===== src/rtl/pipelined_rca.sv =====
// pipelined_rca: WIDTH-bit ripple adder/subtractor resolving SEG bits per stage,
// with carry, partial sums and unused operand bits registered between stages.
module pipelined_rca #(
  parameter int WIDTH = 16,
  parameter int SEG   = 4
) (
  input  logic             clk,
  input  logic             rst_n,
  input  logic             in_valid,
  output logic             in_ready,
  input  logic [WIDTH-1:0] a,
  input  logic [WIDTH-1:0] b,
  input  logic             c_in,
  input  logic             op_sub,
  output logic             out_valid,
  input  logic             out_ready,
  output logic [WIDTH-1:0] sum,
  output logic             c_out,
  output logic             ovf,
  output logic             zero
);
  localparam int STAGES = WIDTH / SEG;
  // Operand chain is triangular: stage k sees only its WIDTH-k*SEG unresolved bits.
  localparam int OPW = STAGES * WIDTH - SEG * STAGES * (STAGES - 1) / 2;
  localparam int PSW = SEG * STAGES * (STAGES + 1) / 2;
  logic [OPW-1:0]  opa, opb;
  logic [PSW-1:0]  ps;
  logic [STAGES:0] cy, v;
  logic            adv;
  assign adv       = !v[STAGES] || out_ready;
  assign in_ready  = adv;
  assign out_valid = v[STAGES];
  assign c_out     = cy[STAGES];
  assign sum       = ps[PSW-1 -: WIDTH];
  assign v[0]      = in_valid;
  assign cy[0]     = op_sub ^ c_in;
  assign opa[WIDTH-1:0] = a;
  assign opb[WIDTH-1:0] = b ^ {WIDTH{op_sub}};
  for (genvar k = 0; k < STAGES; k++) begin : stg
    localparam int R  = WIDTH - k * SEG;
    localparam int OI = k * WIDTH - SEG * k * (k - 1) / 2;
    localparam int PO = SEG * k * (k + 1) / 2;
    logic [SEG:0]           seg_s;
    logic [(k+1)*SEG-1:0]   ps_d, ps_q;
    logic                   cy_d, cy_q, v_q;
    assign seg_s = {1'b0, opa[OI +: SEG]} + {1'b0, opb[OI +: SEG]} + {{SEG{1'b0}}, cy[k]};
    if (k == 0) begin : s0
      always_comb ps_d = seg_s[SEG-1:0];
    end else begin : sk
      always_comb ps_d = {seg_s[SEG-1:0], ps[PO-k*SEG +: k*SEG]};
    end
    always_comb cy_d = seg_s[SEG];
    always_ff @(posedge clk or negedge rst_n) begin
      if (!rst_n) begin
        v_q  <= 1'b0;
        cy_q <= 1'b0;
        ps_q <= '0;
      end else if (adv) begin
        v_q  <= v[k];
        cy_q <= cy_d;
        ps_q <= ps_d;
      end
    end
    assign v[k+1]  = v_q;
    assign cy[k+1] = cy_q;
    assign ps[PO +: (k+1)*SEG] = ps_q;
    if (k < STAGES - 1) begin : fwd
      logic [R-SEG-1:0] a_d, a_q, b_d, b_q;
      always_comb begin
        a_d = opa[OI+SEG +: R-SEG];
        b_d = opb[OI+SEG +: R-SEG];
      end
      always_ff @(posedge clk or negedge rst_n) begin
        if (!rst_n) begin
          a_q <= '0;
          b_q <= '0;
        end else if (adv) begin
          a_q <= a_d;
          b_q <= b_d;
        end
      end
      assign opa[OI+R +: R-SEG] = a_q;
      assign opb[OI+R +: R-SEG] = b_q;
    end else begin : lst
      logic ovf_d, ovf_q, zero_d, zero_q;
      // carry into the MSB is recovered as a ^ b ^ sum at that bit
      always_comb begin
        ovf_d  = opa[OI+SEG-1] ^ opb[OI+SEG-1] ^ seg_s[SEG-1] ^ seg_s[SEG];
        zero_d = (ps_d == '0);
      end
      always_ff @(posedge clk or negedge rst_n) begin
        if (!rst_n) begin
          ovf_q  <= 1'b0;
          zero_q <= 1'b0;
        end else if (adv) begin
          ovf_q  <= ovf_d;
          zero_q <= zero_d;
        end
      end
      assign ovf  = ovf_q;
      assign zero = zero_q;
    end
  end
endmodule


===== config.mk =====
export PLATFORM = sky130hd
export DESIGN_NAME = pipelined_rca
export DESIGN_NICKNAME = d
export VERILOG_FILES = /design/src/rtl/pipelined_rca.sv
export SDC_FILE = /design/constraint.sdc
export NUM_CORES = 1
export LEC_CHECK = 0
export BUFFER_PORTS_ARGS = -buffer_cell sky130_fd_sc_hd__buf_2
export CAP_MARGIN = 20
export CORE_ASPECT_RATIO = 0.75
export CORE_UTILIZATION = 45
export DETAILED_ROUTE_END_ITERATION = 6
export SLEW_MARGIN = 10
export SYNTH_ARGS = -nofsm -noshare
export SYNTH_HDL_FRONTEND = slang
export SYNTH_SLANG_ARGS = --single-unit

===== constraint.sdc =====
create_clock -name clk -period 3.7 [get_ports clk]
set_clock_uncertainty 0.2 [all_clocks]
set_input_delay 0.555 -clock clk [delete_from_list [all_inputs] [get_ports clk]]
set_output_delay 0.555 -clock clk [all_outputs]
set_load 0.01 [all_outputs]

After elaboration in Yosys (flattened, before gate mapping)
Cells that the tools add are included.
{"block": "totals", "input_bits": 38, "ff_bits": 98}
{"block": "op_classes", "bitwise": 5, "n_addsub": 8, "n_reduce_logical": 3}
{"cell": "$add A4 B4 Y5", "count": 4}
{"cell": "$add A5 B1 Y5", "count": 4}
{"cell": "$logic_not A16 Y1", "count": 1}
{"cell": "$xor A16 B16 Y16", "count": 1}
{"cell": "$xor A1 B1 Y1", "count": 4}
{"cell": "$logic_not A1 Y1", "count": 1}
{"cell": "$logic_or A1 B1 Y1", "count": 1}

Longest topological paths before layout
Gate-level depths: netlist (run 1).
{"block": "logic_depth", "word_depth": 4, "ltp_mapped": 8, "ltp_nobuf": 6}

Worst setup path after synthesis (run 1)
No wires, ideal clock.
{"block": "synth_timing", "path_kind": "input to register", "from": "input op_sub", "to": "register stg[0].cy_q", "t_arrival_ns": 2.287, "n_path_buf": 2, "stages": 8, "setup_slack_ns": 1.084, "path_cell_list": "buf_2 -> buf_4 -> xor2_1 -> fa_1 -> fa_1 -> a21o_1 -> a21oi_1 -> a21oi_1"}
{"block": "synth_between", "elab_chain_len": 3, "elab_cells_between_ends": 4, "cone_classes": "add/sub (2); bitwise (2)"}
{"item": "from (decl)", "line_no": "14", "text": "input logic op_sub,"}
{"item": "$xor A16 B16 Y16", "line_no": "38", "text": "assign opb[WIDTH-1:0] = b ^ {WIDTH{op_sub}};"}
{"item": "$add A4 B4 Y5", "line_no": "46", "text": "assign seg_s = {1'b0, opa[OI +: SEG]} + {1'b0, opb[OI +: SEG]} + {{SEG{1'b0}}, cy[k]};"}
{"item": "$add A5 B1 Y5 *", "line_no": "46"}
{"item": "to (signal assigned)", "line_no": "60", "text": "cy_q <= cy_d;"}
{"item": "to (decl)", "line_no": "45", "text": "logic cy_d, cy_q, v_q;"}
Mark *: on every way between the ends. The rest lies on a longest branch, timed or not.
A chain may end at the register's enable or synchronous reset.

Worst setup path in the final report (run 1)
{"block": "layout_timing", "from": "register stg[2].fwd.b_q[0]", "to": "register stg[3].lst.ovf_q (netlist: ovf)"}
{"block": "layout_between", "elab_chain_len": 4}
{"item": "from (decl)", "line_no": "68", "text": "logic [R-SEG-1:0] a_d, a_q, b_d, b_q;"}
{"item": "from (signal assigned)", "line_no": "76", "text": "b_q <= '0;"}
{"item": "from (signal assigned)", "line_no": "79", "text": "b_q <= b_d;"}
{"item": "$add A4 B4 Y5 *", "line_no": "46"}
{"item": "$add A5 B1 Y5 *", "line_no": "46"}
{"item": "$xor A1 B1 Y1", "line_no": "88", "text": "ovf_d = opa[OI+SEG-1] ^ opb[OI+SEG-1] ^ seg_s[SEG-1] ^ seg_s[SEG];"}
{"item": "$xor A1 B1 Y1 *", "line_no": "88"}
{"item": "to (signal assigned)", "line_no": "96", "text": "ovf_q <= ovf_d;"}
{"item": "to (decl)", "line_no": "85", "text": "logic ovf_d, ovf_q, zero_d, zero_q;"}
Marks and branches as above.

==> metrics.txt, run 1 <==
status=finished clean; synth-to-layout area growth=15.7%; count of final setup violators=0; power per cell area=835 nW/µm²; Critical R2R Launch=stg[2].fwd.b_q[0]; maximum VDD drop=361 µV; die area=9970 µm²; commonest cells after routing, fill and taps aside=nand2_1 (228), dfrtp_1 (98), buf_2 (57); FF-to-FF End=ovf; Die Y=86.7 µm; Clock power frac=0.217; unrepaired setup endpoints after global routing=false; Post-Layout Cell Count=642; max_slew headroom=0.443; CP Buf/Inv Count=0; Root Buffer=clkbuf_16; drt drc=0; total track usage=0.176; CTS tree=yes; total overflow reported by the global router=0; hold slack final=9.08 ps; Final min period=2240 ps; Synth Instances=458; Sequential Power Share=0.442; post-route setup TNS=0 ps; maximum clock path buffer count=2; post-route total power=0.00416 W; IO Port Bufs=58; Post-CTS Setup Bufs=0; initial antenna violation count=0; first-pass iteration count of the detailed router=4; Setup crit start kind=register; Post-Syn Area=4310 µm²; Post-DRT Antenna Nets=0; syn_nets=516; worst skew pair latency=340 ps; Initial DRC Count=162; most used cell, CP=fa_1; distinct cell type count after synthesis=25; vias in the first global route=2760; crit end category=register; first-pass GRT wire length=13400 µm; CTS clk-pin slew, worst paths=60 ps; critical path class=reg2reg; register area share after synthesis=0.569; max_cap viols=0; cell family with most CP delay=adder cells; most common cell after layout, fill and taps aside=nand2_1; combinational power share=0.342; core area=9160 µm²; Data required, critical path=3720 ps; CTS sink cnt=98; FF-to-FF setup slack=1460 ps; Vias/cell=4.61; Final Hold Fails=0; I/O pin count=59; cells on worst reg2reg path=6; largest net degree at the start of global routing=87; Hold WC Path Type=in2async; Max Fclk=0.446 GHz; Post-Route WL=7750 µm; share of post-route cells with drive strength above 1=0.161; final worst path period share=0.607; switching share of power=0.360; num rows=30; CP peak stage delay=470 ps; Arr. time, crit path=2260 ps; CP max-delay cell=fa_1; crit-path cells=fa_1, fa_1, a21o_1, a21oi_1, xnor2_1, o21ai_1; n_diodes=0; vias=2959; max-slew violation count=0; Nets=567; Die Wd=115 µm; worst-margin pin slew=836 ps; Gates resized, CTS repair=0; Leak=2.63 nW; WL/cell=12.1 µm; H-tree levels=3; Hold Buf Count CTS=0; Initial Utilization=0.470; Syn. warnings=0; TritonCTS Buffers=9; P_sw=0.00150 W; DP Wirelength=5200 µm; Avg Inst Size Synth=9.41 µm²; P_int=0.00266 W; #FFs+latches synth=98; placed insts=626; GPL Wtd Cong=0.738; crit-path max FO=2
final cells by class:
type | count | area (µm²)
fillers | 893 | 4170
flip-flops and latches | 98 | 2450
multi-input cells | 332 | 1720
repair buffers | 63 | 343
clock buffers | 10 | 229
well taps | 128 | 160
clock inverters | 6 | 57.6
inverters | 5 | 18.8
registers in the layout, indices dropped and copies added (netlist names):
| signal | flops |
|---|---|
| stg.ps_q | 24 |
| stg.fwd.b_q | 24 |
| c_out | 1 |
| stg.fwd.a_q | 24 |
| zero | 1 |
| stg.v_q | 3 |
| sum | 16 |
| out_valid | 1 |
| stg.cy_q | 3 |
| ovf | 1 |
metrics by stage:
stage	area, µm²	util	setup WS, ps
3_3_place_gp	4700	0.513	1190
6_report	4980	0.544	1460
3_5_place_dp	4700	0.513	1150
4_1_cts	4980	0.544	1430
5_1_grt	4980	0.544	1350
2_1_floorplan	4310	-	1080
how the worst max path moves through the flow:
stage / startpoint / to / depth (start not counted)
after floorplan: op_sub / stg[0].cy_q / 8
after global placement: op_sub / stg[0].cy_q / 7
after detailed placement: op_sub / stg[0].cy_q / 7
after CTS: stg[2].fwd.b_q[0] / ovf / 6
after global routing: stg[2].fwd.b_q[0] / ovf / 6
final: stg[2].fwd.b_q[0] / ovf / 6
layer usage:
layer | part of all wire | vias to the layer above | global-route usage | routed length (µm)
li1 | - | 1534 | - | -
met1 | 0.51 | 1361 | 0.262 | 3990
met2 | 0.43 | 54 | 0.246 | 3340
met3 | 0.042 | 10 | 0.0483 | 327
met4 | 0.012 | 0 | 0.0602 | 93
met5 | 0 | - | 0 | 0
Yosys cell counts:
master	number	area share
a21o_1	7	0.012
xnor2_1	15	0.030
ha_1	12	0.035
a32o_2	1	0.0026
buf_6	1	0.0026
inv_1	4	0.0035
o21ai_1	22	0.026
nor4_2	1	0.0029
nor4_1	2	0.0029
or4_4	1	0.0026
nor2b_1	2	0.0029
a21oi_1	13	0.015
nand2_1	228	0.20
fa_1	8	0.037
buf_4	3	0.0052
buf_1	1	0.00087
o21ai_0	1	0.0012
buf_2	12	0.014
dfrtp_1	98	0.57
nor2_1	7	0.0061
inv_2	1	0.00087
and3_1	1	0.0015
clkbuf_1	6	0.0052
nand2b_1	1	0.0015
xor2_1	10	0.020
logic make-up (layout without fill, tap and decap cells):
kind of cell               after synthesis  count (layout)  synth area share
and+or+nand+nor                        243             243             0.219
xor gates and xnor gates                25              25            0.0508
DFF                                     98              98             0.569
AOI/OAI and AO/OA                       44              44            0.0566
adders and majority gates               20              20            0.0720
buffers and inverters                   28              84            0.0322
worst register-to-register path, delay by kind of cell (launching register included):
kind                     cells  cell delay [ps]
adder cells (fa/ha/maj)      2              880
XOR/XNOR                     1              150
AO/OA/AOI/OAI                3              490
flip-flops                   1              400
power by group through the flow:
stage,clock (W),sequential [W],combinational [W]
after global placement,0,0.00184,0.00142
after CTS,0.000928,0.00184,0.00145
after global routing,0.000968,0.00190,0.00166
after detailed placement,0,0.00186,0.00144
after floorplan,0,0.00184,0.00103
final,0.000902,0.00184,0.00142
Note: power is estimated with default switching activity, not from simulation.
==> run 2: changes to the inputs <==
--- a/config.mk
+++ b/config.mk
@@ -10,6 +10,7 @@
 export CORE_ASPECT_RATIO = 0.75
 export CORE_UTILIZATION = 45
 export DETAILED_ROUTE_END_ITERATION = 6
+export PLACE_DENSITY = 0.67
 export SLEW_MARGIN = 10
 export SYNTH_ARGS = -nofsm -noshare
 export SYNTH_HDL_FRONTEND = slang
==> constraint.sdc (replaced) <==
create_clock -name clk -period 1.8 [get_ports clk]
set_clock_uncertainty 0.2 [all_clocks]
set_input_delay 0.27 -clock clk [delete_from_list [all_inputs] [get_ports clk]]
set_output_delay 0.27 -clock clk [all_outputs]
set_load 0.01 [all_outputs]
==> run 2 against run 1 <==
The flow now finishes with violations (negative setup slack). Global-route usage rose by 1.1 points. Final cell count is 5.5% higher. Highest routed layer unchanged. Sequential cell count is the same. Design area rose by 9.0%. Combinational power rose to 2.5 times the previous value. Sequential power up 110%. Register-to-register slack lost 1800 ps. Via count grew 6.9%. Non-clock buffer count grew 36. Sequential share of layout area fell by 4.1 points.
==> metrics.txt, run 2 (synthesis results as in run 1) <==
status=complete, but fails checks; violated checks=negative setup slack; worst-margin pin slew=459 ps; vias in the first global route=3160; drt drc=0; WL/cell=12.5 µm; Worst setup startpoint=stg[2].fwd.b_q[0]; total overflow reported by the global router=0; TritonCTS Buffers=9; crit-path cells=fa_2, fa_2, nor4_2, and3_1, a32o_2; worst skew pair latency=340 ps; Critical Path Sink=zero; die area=9970 µm²; Max Fclk=0.469 GHz; Die Wd=115 µm; initial antenna violation count=0; max_slew headroom=0.694; max-slew violation count=0; Initial DRC Count=169; commonest cells after routing, fill and taps aside=nand2_1 (227), dfrtp_1 (98), buf_2 (57); CP max-delay cell=fa_2; Leak=2.82 nW; Post-Route WL=8430 µm; CTS clk-pin slew, worst paths=60 ps; Final Hold Fails=0; total track usage=0.187; final worst path period share=1.18; num rows=30; Hold WC Path Type=in2reg; Critical R2R Launch=stg[2].fwd.b_q[0]; Post-Layout Cell Count=677; H-tree levels=3; hold slack final=11.2 ps; first-pass GRT wire length=14500 µm; cell family with most CP delay=adder cells; most used cell, CP=fa_2; core area=9160 µm²; GPL Wtd Cong=0.750; CTS tree=yes; largest net degree at the start of global routing=43; Setup crit start kind=register; Initial Utilization=0.470; share of post-route cells with drive strength above 1=0.222; FF-to-FF setup slack=-330 ps; Nets=603; Critical Path Stages=5; Post-DRT Antenna Nets=0; first-pass iteration count of the detailed router=4; n_diodes=0; most common cell after layout, fill and taps aside=nand2_1; setup ws final=-330 ps; CP peak stage delay=570 ps; Die Y=86.7 µm; max_cap viols=0; Root Buffer=clkbuf_16; Final min period=2130 ps; cells on worst reg2reg path=5; biggest regs=stg.fwd.a_q x24, stg.fwd.b_q x24, stg.ps_q x24; synth-to-layout area growth=26.1%; critical path class=reg2reg; vias=3164; CTS sink cnt=98; CP Buf/Inv Count=0; count of final setup violators=8; FF-to-FF End=zero; Arr. time, crit path=2150 ps; maximum VDD drop=704 µV; placed insts=640; DP Wirelength=5940 µm; I/O pin count=59; Vias/cell=4.67; crit-path max FO=2; FILL cells=851; IO Port Bufs=58; crit end category=register; power per cell area=1720 nW/µm²; unrepaired setup endpoints after global routing=true; maximum clock path buffer count=2; Data required, critical path=1820 ps
[run 2: power breakdown]
| part | internal [W] | leakage [nW] | switching [W] |
|---|---|---|---|
| Sequential | 0.00318 | 1.19 | 0.000628 |
| Clock | 0.00114 | 0.148 | 0.000786 |
| Combinational | 0.00173 | 1.49 | 0.00189 |
| Total | 0.00605 | 2.82 | 0.00331 |
[run 2: how the worst min path moves through the flow]
stage / to / cells past startpoint / slack, ps / startpoint
detailed placement: sum[12] / 1 / 50 / rst_n
CTS: stg[0].fwd.b_q[9] / 3 / 4 / b[13]
floorplan: c_out / 0 / -230 / rst_n
finish: stg[0].fwd.b_q[2] / 3 / 10 / b[6]
global route: stg[0].fwd.b_q[6] / 3 / 9 / b[10]
global placement: sum[11] / 1 / 50 / rst_n
[run 2: metal layers]
layer | track usage | vias to the layer above | part of all wire
li1 | - | 1604 | -
met1 | 0.256 | 1492 | 0.50
met2 | 0.297 | 60 | 0.45
met3 | 0.0448 | 8 | 0.034
met4 | 0.0543 | 0 | 0.0091
met5 | 0 | - | 0
[run 2: layout make-up]
cell class,count,area (µm²),area share
Sequential cell,98,2450,0.451
Multi-Input combinational cell,332,1800,0.330
Timing Repair Buffer,99,699,0.129
Clock buffer,11,253,0.0465
Tap cell,128,160,0.0295
Clock inverter,4,51.3,0.00944
Inverter,5,21.3,0.00392
[run 2: stage by stage]
step	setup slack (ps)	power [W]	utilization	cell area, µm²	setup TNS [ps]
after floorplan	-332	0.00596	-	4370	-1380
after global placement	-268	0.00690	0.532	4870	-1370
after detailed placement	-315	0.00708	0.532	4870	-1740
after CTS	-299	0.00929	0.588	5390	-1080
after global routing	-369	0.0101	0.593	5430	-1660
final	-330	0.00936	0.593	5430	-1210
[run 2: timing repair]
item,4_1_cts,5_1_grt
hold endpoints to repair,43,0
pin swaps,11,8
setup endpoints to repair,6,11
setup buffers,4,4
cloned,0,0
hold buffers,15,0
resized for setup,6,9
[run 2: tightest hold or removal path: stages]
cell and delay (ps):
buf_2 80, xnor2_1 50, o21ai_1 100
==> run 3: changes to the inputs <==
--- a/config.mk
+++ b/config.mk
@@ -11,7 +11,8 @@
 export CORE_UTILIZATION = 45
 export DETAILED_ROUTE_END_ITERATION = 6
 export PLACE_DENSITY = 0.67
-export SLEW_MARGIN = 10
+export SETUP_SLACK_MARGIN = 0.15
+export SLEW_MARGIN = 20
 export SYNTH_ARGS = -nofsm -noshare
 export SYNTH_HDL_FRONTEND = slang
 export SYNTH_SLANG_ARGS = --single-unit
==> run 3 against run 2 <==
The flow still finishes with violations (negative setup slack). Count of clock-buffer cells in the layout stayed put. Maximum frequency rose by 1.7%. Critical path depth increased by 1. Sequential power barely moved. Final cell count rose by 0.30%. Routed wire length decreased by 0.82%. Critical path type unchanged.
==> metrics.txt, run 3 (synthesis results as in run 1) <==
status=complete, but fails checks; violated checks=negative setup slack; FF-to-FF End=ovf; cells on worst reg2reg path=6; Die Wd=115 µm; Initial DRC Count=136; commonest cells after routing, fill and taps aside=nand2_1 (227), dfrtp_1 (98), buf_2 (54); WHS Endpoint=stg[0].fwd.b_q[4]; unrepaired setup endpoints after global routing=true; CTS tree=yes; FILL cells=819; first-pass GRT wire length=14900 µm; Post-DRT Antenna Nets=0; core area=9160 µm²; FF-to-FF setup slack=-290 ps; Clock power frac=0.210; max-slew violation count=0; Initial Utilization=0.470; count of final setup violators=5; Hold WC Path Type=in2reg; final worst path period share=1.16; IO Port Bufs=58; FF+latch area=2450 µm²; Worst Hold Path Cells=3; crit end category=register; hold_sp=b[8]; hold slack final=8.73 ps; Sequential Power Share=0.405; worst skew pair latency=340 ps; max_cap viols=0; Final Hold Fails=0; TritonCTS Buffers=9; Nets=606; die area=9970 µm²; worst-margin pin slew=412 ps; Die Y=86.7 µm; power per cell area=1710 nW/µm²; first-pass iteration count of the detailed router=6; Max Fclk=0.477 GHz; Final min period=2090 ps; DP Wirelength=5840 µm; I/O pin count=59; post-route total power=0.00944 W; biggest regs=stg.fwd.a_q x24, stg.fwd.b_q x24, stg.ps_q x24; share of post-route cells with drive strength above 1=0.238; Setup crit start kind=register; initial antenna violation count=0; switching share of power=0.349; P_int=0.00614 W; critical path class=reg2reg; combinational power share=0.385; Root Buffer=clkbuf_16; CTS sink cnt=98; Data required, critical path=1820 ps; total track usage=0.194; synth-to-layout area growth=28.5%; setup ws final=-295 ps; num rows=30; maximum clock path buffer count=2; max_slew headroom=0.725; most common cell after layout, fill and taps aside=nand2_1; vias=3128; vias in the first global route=3176; n_diodes=0; area of the multi-input gates=1830 µm²; largest net degree at the start of global routing=43; maximum VDD drop=736 µV; Arr. time, crit path=2110 ps; CTS clk-pin slew, worst paths=60 ps; P_sw=0.00329 W; WL/cell=12.3 µm; H-tree levels=3; drt drc=0; Critical R2R Launch=stg[2].fwd.a_q[0]; crit-path max FO=2; Leak=2.86 nW; Vias/cell=4.61; total overflow reported by the global router=0; GPL Wtd Cong=0.771; Post-Route WL=8360 µm
run 3: cell type report:
class                   instances  area share
repair buffers                102       0.137
clock buffers                  11      0.0439
well taps                     128      0.0289
flip-flops and latches         98       0.443
inverters                       5     0.00430
clock inverters                 3      0.0118
multi-input cells             332       0.331
run 3: worst max-delay path by stage:
stage | end | cells past startpoint | from | slack, ps
2_1_floorplan | stg[0].cy_q | 8 | op_sub | -330
3_3_place_gp | zero | 5 | stg[2].fwd.a_q[0] | -270
3_5_place_dp | ovf | 6 | stg[2].fwd.a_q[0] | -320
4_1_cts | ovf | 6 | stg[2].fwd.a_q[0] | -300
5_1_grt | ovf | 6 | stg[2].fwd.a_q[0] | -350
6_report | ovf | 6 | stg[2].fwd.a_q[0] | -290
run 3: layer usage:
metal | vias to the layer above | GRT usage | part of all wire
li1 | 1610 | - | -
met1 | 1448 | 0.262 | 0.50
met2 | 58 | 0.309 | 0.45
met3 | 12 | 0.0517 | 0.039
met5 | - | 0 | 0
met4 | 0 | 0.0602 | 0.013
run 3: critical path, cell delays in order (launching register included):
cell	delay, ps
dfrtp_1	410
fa_2	410
fa_2	380
a21o_1	180
a21oi_2	160
xnor2_1	150
o21ai_1	80
run 3: metrics by stage:
stage / instances / worst slack [ps] / cell area (µm²) / utilization / setup TNS [ps]
3_3_place_gp: 640 / -266 / 4900 / 0.536 / -1460
3_5_place_dp: 640 / -317 / 4900 / 0.536 / -1800
6_report: 679 / -295 / 5530 / 0.604 / -932
2_1_floorplan: 458 / -332 / 4390 / - / -1420
4_1_cts: 673 / -298 / 5440 / 0.594 / -946
5_1_grt: 679 / -349 / 5530 / 0.604 / -1310
run 3: power groups by stage:
stage	Sequential, W	Combinational (W)	Clock, W
2_1_floorplan	0.00378	0.00226	0
3_3_place_gp	0.00381	0.00324	0
4_1_cts	0.00382	0.00353	0.00204
3_5_place_dp	0.00385	0.00335	0
5_1_grt	0.00396	0.00416	0.00212
6_report	0.00382	0.00364	0.00198
run 3: what timing repair did:
item | 4_1_cts | 5_1_grt
hold buffers | 17 | 1
pin swaps | 18 | 8
endpoints found under the setup margin | 15 | 17
endpoints found under the hold margin | 42 | 1
gates cloned | 0 | 0
setup buffers | 2 | 5
gates resized for setup | 13 | 13
